[config.mk]
export PLATFORM = sky130hd
export DESIGN_NAME = load_store_unit
export DESIGN_NICKNAME = d
export VERILOG_FILES = /design/src/rtl/load_store_unit.sv
export SDC_FILE = /design/constraint.sdc
export NUM_CORES = 1
export LEC_CHECK = 0
export CORE_UTILIZATION = 30
export CTS_BUF_LIST = sky130_fd_sc_hd__clkbuf_4
export CTS_CLUSTER_SIZE = 28
export DETAILED_ROUTE_END_ITERATION = 6
export PLACE_DENSITY = 0.55
export SYNTH_ARGS = -nofsm -noshare
export SYNTH_HDL_FRONTEND = slang
export SYNTH_SLANG_ARGS = --single-unit
[constraint.sdc]
create_clock -name clk -period 2.15 [get_ports clk]
set_clock_uncertainty 0.15 [all_clocks]
set_input_delay 0.43 -clock clk [delete_from_list [all_inputs] [get_ports clk]]
set_output_delay 0.43 -clock clk [all_outputs]
set_load 0.05 [all_outputs]
[src/rtl/load_store_unit.sv]
// Load/store unit between the pipeline and a word-wide data memory.
// Handles byte/halfword/word accesses with sign/zero extension and read-modify-write sub-word stores.
//
// state  | meaning
// IDLE   | ready for a request
// LOAD   | memory read, extended lane captured into resp_rdata
// WRITE  | full-word store
// RMW_RD | read word, merge store lane
// RMW_WR | write merged word
// RESP   | one-cycle completion pulse
module load_store_unit #(
    parameter int ADDR_WIDTH = 10
) (
    input  logic                  clk,
    input  logic                  rst,
    input  logic                  req_valid,
    output logic                  req_ready,
    input  logic                  req_we,
    input  logic [2:0]            req_funct3,
    input  logic [31:0]           req_addr,
    input  logic [31:0]           req_wdata,
    output logic                  resp_valid,
    output logic [31:0]           resp_rdata,
    output logic                  resp_err,
    output logic                  mem_wr_en,
    output logic [ADDR_WIDTH-1:0] mem_address,
    output logic [31:0]           mem_wr_data,
    input  logic [31:0]           mem_rd_data
);

    typedef enum logic [2:0] {
        IDLE,
        LOAD,
        WRITE,
        RMW_RD,
        RMW_WR,
        RESP
    } state_t;

    state_t                state;
    logic [ADDR_WIDTH-1:0] index_q;
    logic [1:0]            offset_q;
    logic [2:0]            funct3_q;
    logic [31:0]           data_q;
    logic [31:0]           rdata_q;
    logic                  err_q;

    logic                  req_err;
    logic [31:0]           rd_shifted;
    logic [31:0]           load_data;
    logic [31:0]           merged;

    always_comb begin
        req_err = |req_addr[31:ADDR_WIDTH+2];
        case (req_funct3)
            3'b000:  ;
            3'b100:  if (req_we) req_err = 1'b1;
            3'b001:  if (req_addr[0]) req_err = 1'b1;
            3'b101:  if (req_addr[0] || req_we) req_err = 1'b1;
            3'b010:  if (req_addr[1:0] != 2'b00) req_err = 1'b1;
            default: req_err = 1'b1;
        endcase
    end

    always_comb begin
        rd_shifted = mem_rd_data >> {offset_q, 3'b000};
        case (funct3_q)
            3'b000:  load_data = {{24{rd_shifted[7]}}, rd_shifted[7:0]};
            3'b100:  load_data = {24'd0, rd_shifted[7:0]};
            3'b001:  load_data = {{16{rd_shifted[15]}}, rd_shifted[15:0]};
            3'b101:  load_data = {16'd0, rd_shifted[15:0]};
            default: load_data = mem_rd_data;
        endcase
    end

    // Only SB and SH reach RMW; funct3 bit 0 distinguishes them.
    always_comb begin
        merged = mem_rd_data;
        if (!funct3_q[0]) begin
            case (offset_q)
                2'd0: merged[7:0]   = data_q[7:0];
                2'd1: merged[15:8]  = data_q[7:0];
                2'd2: merged[23:16] = data_q[7:0];
                2'd3: merged[31:24] = data_q[7:0];
                default: ;
            endcase
        end else if (offset_q[1]) begin
            merged[31:16] = data_q[15:0];
        end else begin
            merged[15:0] = data_q[15:0];
        end
    end

    always_ff @(posedge clk) begin
        if (rst) begin
            state    <= IDLE;
            index_q  <= '0;
            offset_q <= '0;
            funct3_q <= '0;
            data_q   <= '0;
            rdata_q  <= '0;
            err_q    <= 1'b0;
        end else begin
            case (state)
                IDLE: begin
                    if (req_valid) begin
                        index_q  <= req_addr[ADDR_WIDTH+1:2];
                        offset_q <= req_addr[1:0];
                        funct3_q <= req_funct3;
                        data_q   <= req_wdata;
                        if (req_err) begin
                            rdata_q <= '0;
                            err_q   <= 1'b1;
                            state   <= RESP;
                        end else if (!req_we) begin
                            state <= LOAD;
                        end else if (req_funct3 == 3'b010) begin
                            state <= WRITE;
                        end else begin
                            state <= RMW_RD;
                        end
                    end
                end
                LOAD: begin
                    rdata_q <= load_data;
                    err_q   <= 1'b0;
                    state   <= RESP;
                end
                WRITE: begin
                    rdata_q <= '0;
                    err_q   <= 1'b0;
                    state   <= RESP;
                end
                RMW_RD: begin
                    data_q <= merged;
                    state  <= RMW_WR;
                end
                RMW_WR: begin
                    rdata_q <= '0;
                    err_q   <= 1'b0;
                    state   <= RESP;
                end
                RESP:    state <= IDLE;
                default: state <= IDLE;
            endcase
        end
    end

    // Outputs are forced low while rst is high, before the synchronous reset lands.
    assign req_ready   = (state == IDLE) && !rst;
    assign resp_valid  = (state == RESP) && !rst;
    assign resp_rdata  = rst ? 32'd0 : rdata_q;
    assign resp_err    = err_q && !rst;
    assign mem_wr_en   = ((state == WRITE) || (state == RMW_WR)) && !rst;
    assign mem_address = rst ? '0 : index_q;
    assign mem_wr_data = rst ? 32'd0 : data_q;

endmodule

After elaboration in Yosys (flattened, before gate mapping). Cells that the tools add are included.

Muxes and demuxes: 29. Divide/modulo/power cells: 0. Reductions and logical operators: 24. Bitwise operators: 0. Equal/unequal tests: 19. $add $sub $neg: 0. Order comparisons: 0. Multipliers: 0. Shift operators: 1.

Operator list (number): 2-to-1 mux 32 bit (6); one-hot mux 32 bit (4 select lines) (1); one-hot mux 32 bit (3 select lines) (1); one-hot mux 32 bit (2 select lines) (1); 2-to-1 mux 16 bit (2); 2-to-1 mux 8 bit (4); >> shifter 32 x 5 -> 16 bit (1); OR reduction 20 bit (1); == test 3 bit, second input constant (6); 2-to-1 mux 10 bit (1); == test 3 x 1 -> 1 bit, second input constant (3); == test 3 x 2 -> 1 bit, second input constant (3); zero test 3 bit (3); one-hot mux 3 bit (3 select lines) (1); AND reduction 3 bit (3); 2-to-1 mux 1 bit (7); 2-to-1 mux 3 bit (2); != test 3 bit, second input constant (2); nonzero test 2 bit (3); one-hot mux 1 bit (5 select lines) (1); == test 2 bit, second input constant (2); logical AND 1 bit (4); != test 2 bit, second input constant (2); AND reduction 2 bit (2); 10 further kinds (11).

Memory bits (writable): 0. Memories: 0. ROM bits: 0. Bits of input ports: 103. Bits in latches: 0. Flip-flop bits (word level): 83.

Depth between registers and ports, before layout.
Word-level depth: 6. Depth in mapped cells: 7.

Worst setup path before layout. Ideal clock, no wire load.

Path kind: input port to output port. Start: input port rst. End: output port mem_wr_en. Arrival: 2.128 ns. Path slack: -0.558 ns. Stages on the path: 4. Buffers on the path: 3. Cells stage by stage: clkbuf_1 > clkbuf_1 > buf_1 > nor3_1.

Longest elaborated chain between the ends: 2.

RTL lines: from (decl) (RTL line 15) `input logic rst,`; zero test 1 bit (RTL line 154) `assign mem_wr_en = ((state == WRITE) || (state == RMW_WR)) && !rst;`; logical AND 1 bit (RTL line 154); to (decl) (RTL line 25) `output logic mem_wr_en,`.

Every way passes these cells.

Worst setup path after layout.
Start: register state[2]. End: output port req_ready.

Longest elaborated chain between the ends: 2.

RTL lines: from (decl) (RTL line 40) `state_t state;`; from (signal assigned) (RTL line 96) `state <= IDLE;`; from (signal assigned) (RTL line 114) `state <= RESP;`; from (signal assigned) (RTL line 116) `state <= LOAD;`; zero test 3 bit (RTL line 150) `assign req_ready = (state == IDLE) && !rst;`; logical AND 1 bit (RTL line 150); to (decl) (RTL line 17) `output logic req_ready,`.

Every way passes these cells.

==> run metrics <==
Gate Count Post-Synth 642; dpl hpwl 14.6 mm; Worst R2R End data_q[11]; biggest fanout along the worst timing path 4; commonest cells after routing, fill and taps aside sky130_fd_sc_hd__clkdlybuf4s50_1, sky130_fd_sc_hd__dfxtp_1, sky130_fd_sc_hd__buf_12; global-route wire length before repair 28.8 mm; slowest cell delay on critical path approximately 0.4 ns; net switching component of the power 0.00136 W; worst min-delay path category primary input to register; prevailing post-synth register cell sky130_fd_sc_hd__dfxtp_1; number of remaining DRC errors 0; worst-skew pair later-pin latency between 0.4 and 0.5 ns; cell family contributing the most delay on the critical path simple AND/OR/NAND/NOR gates; antenna cells 0; minimum hold slack about 0.3 ns; Worst Setup Path Type register to output port; Hold Path Sink data_q[3]; slew of the pin with the lowest slew margin 0.752 ns; number of antenna violations at the first check in global routing 0; buffers and inverters on the worst path 1; fraction of final layout cells with drive strength greater than 1 a little under a quarter; sum of overflow across all layers after global routing 0; count of boundary I/O pins 181; Relative slew margins 49.9%; Startpoint Class register; total of hold buffers inserted after clock tree synthesis 0; maximum operating frequency about 480 MHz; number of stages on the worst hold path 3; area taken by flip-flops and latches 1670 sq um; compound-gate portion of the synthesized area around 28%; horizontal extent of the die 128 um; number of nets in the synthesized netlist between 700 and 800; layout overhead on the synthesized area 69.2%; number of enable flip-flop cells after synthesis 0; Pint 0.00291 W; clock share of power 27.0%; arrival time reported for the critical path endpoint between 1.5 and 2 ns; maximum level of the CTS H-tree 3; Max Root-Sink Buffers 2; Total Routing Usage GR 22.9%; Synth Area in Adders 0%; Final Net Count 946; count of cell types in the netlist between 40 and 50; Placer Congestion 0.868; Vias/cell between 5 and 6; R2R Setup Slk about 0.17 ns; setup repair after global routing missed its margin true; simple-gate area share of the yosys netlist 25.8%; clk sink count 83; DR pass1 iterations 6; port bufs 180; combinational fraction of design power 32.8%; area of the placeable core 15400 sq um; standby leakage power 3.06 nW; clock root cell sky130_fd_sc_hd__clkbuf_4; number of filler cells placed in the layout about 1500; number of global-route vias before repair 5417; flip-flop and latch count after synthesis 83; post-synth design cell area approximately 4800 sq um; DR iter-0 viols 359; average wire length per cell after detail routing about 18 um; Placed Cells incl. Taps 1041; Synth warnings 0; dominant combinational cell family by area after synthesis compound AO/OA/AOI/OAI gates; combined area of the multi-input logic cells 2810 sq um; IR drop worst, VDD between 0.0003 and 0.0004 V; area share of the largest cell type after synthesis 34.7%; final setup slack of the worst path 0.0469 ns; critical-path cell list or3_4 -> nor2_4 -> buf_12; Die Ht between 100 and 150 um; CP Capture Type output port; standard cell with the maximum stage delay on the critical path sky130_fd_sc_hd__or3_4; clock period minus worst slack 2.10 ns; final count of pins violating max slew 0; switching power share of the total 31.9%; most common cell after layout, fill and taps aside sky130_fd_sc_hd__clkdlybuf4s50_1; synthesized area per cell 7.47 sq um; part of the total power dissipated in sequential elements around 40%; leading cell types by total area after synthesis sky130_fd_sc_hd__dfxtp_1, sky130_fd_sc_hd__a21oi_1, sky130_fd_sc_hd__nor2b_1; library cell occupying the most area in the post-synthesis netlist sky130_fd_sc_hd__dfxtp_1; Initial Util 31.2%; Pwr Density 526 nW/um^2; DRT antenna net count 0; cell count of the worst reg-to-reg path 5; CTS clock-pin slew for the worst setup and hold paths 0.13 ns; Max Cap Violations 0; number of buffers inserted during clock tree synthesis 9; die area 16500 sq um; post-layout instance count excluding filler cells 1058; Critical Path RT 1.57 ns; final-report hold violation count 0; number of endpoints failing setup at the final stage 0; ys async rst share 0%; Final period util 97.8%; sequential fraction of the synthesis area about a third; HP Start rst; launch instance of the worst register-to-register path offset_q[1]; Vias 5428; TritonCTS clock tree done; floorplan row count 45; status finished clean; multiplexer share of the synthesized area approximately 3.8%; total wire length between 15 and 20 mm; largest net degree at the start of global routing 73; share of the synthesized netlist area taken by xor and xnor gates 0.183%; Setup WS pre-CTS -0.366 ns
## per-stage QoR
| step | util [%] | total power (W) | TNS (ns) | area, sq um |
|---|---|---|---|---|
| after detailed placement | 51.2 | 0.00313 | -16.91 | 7880 |
| after floorplan | - | 0.00240 | -3.05 | 4800 |
| after global routing | 52.8 | 0.00448 | -0.0336 | 8110 |
| after global placement | 51.2 | 0.00311 | -14.16 | 7880 |
| final | 52.8 | 0.00426 | 0 | 8110 |
| after CTS | 52.6 | 0.00431 | 0 | 8080 |
## repair_timing
action	in CTS	in global routing
pin swaps	0	1
buffers inserted	1	1
setup endpoints to repair	3	15
gates resized for setup	5	4
## area by class of cell
type / count / share of cell area [%]
Multi-Input combinational cell: 470 / 34.6
Inverter: 36 / 1.71
Timing Repair Buffer: 243 / 37.6
Tap cell: 211 / 3.26
Sequential cell: 83 / 20.6
Clock inverter: 5 / 1.27
Clock buffer: 10 / 0.926
## sequential cells by signal, summed over array words and instances, names as in the netlist
signal    cells
state         3
offset_q      2
err_q         1
rdata_q      32
data_q       32
index_q      10
funct3_q      3
## synthesized netlist by cell type, drive strengths merged (2+ instances only)
cell type   n
a21oi      66
a22o        8
a22oi      15
a311oi      8
a31o        9
a31oi       9
and2        9
and3       17
buf        18
clkbuf     35
clkinv      2
dfxtp      83
inv        34
mux2        9
mux2i       8
nand2      71
nand2b      9
nand3       9
nor2       75
nor2b      46
nor3        4
nor3b       2
nor4        6
o211ai     25
o21ai      19
o2bb2ai     7
o32ai      25
or2         3
## power groups by stage
stage          logic (W)  registers (W)  clock network [W]
2_1_floorplan   0.000686        0.00171                  0
3_3_place_gp     0.00137        0.00175                  0
3_5_place_dp     0.00138        0.00175                  0
4_1_cts          0.00139        0.00171            0.00121
5_1_grt          0.00149        0.00173            0.00127
6_report         0.00140        0.00172            0.00115
## cells by family after synthesis
group	Yosys count
AND/OR/NAND/NOR	256
AO/OA/AOI/OAI	196
buffers and inverters	89
flip-flops	83
multiplexers	17
XOR/XNOR	1
## tightest hold or removal path, stage by stage
cell and delay, ns:
sky130_fd_sc_hd__buf_4 0.12, sky130_fd_sc_hd__buf_12 0.24, sky130_fd_sc_hd__a311oi_1 0.07
## per-layer routing
metal | part of all wire [%] | global-route usage (%) | wire (um)
met3 | 7.5 | 6.44 | 1410
met4 | 1.9 | 6.51 | 357
met2 | 49 | 39.6 | 9240
met1 | 41 | 27.7 | 7730
met5 | 0 | 0 | 0
## how the worst max path moves through the flow
stage | start | end | slack, ns | depth (start not counted)
finish | state[2] | req_ready | 0.05 | 3
global route | state[2] | req_ready | -0.03 | 3
CTS | state[0] | req_ready | 0.01 | 3
detailed placement | req_addr[12] | rdata_q[17] | -0.37 | 7
global placement | req_addr[13] | rdata_q[27] | -0.30 | 7
floorplan | rst | resp_rdata[15] | -0.12 | 4
(Power assumes the default switching activity.)
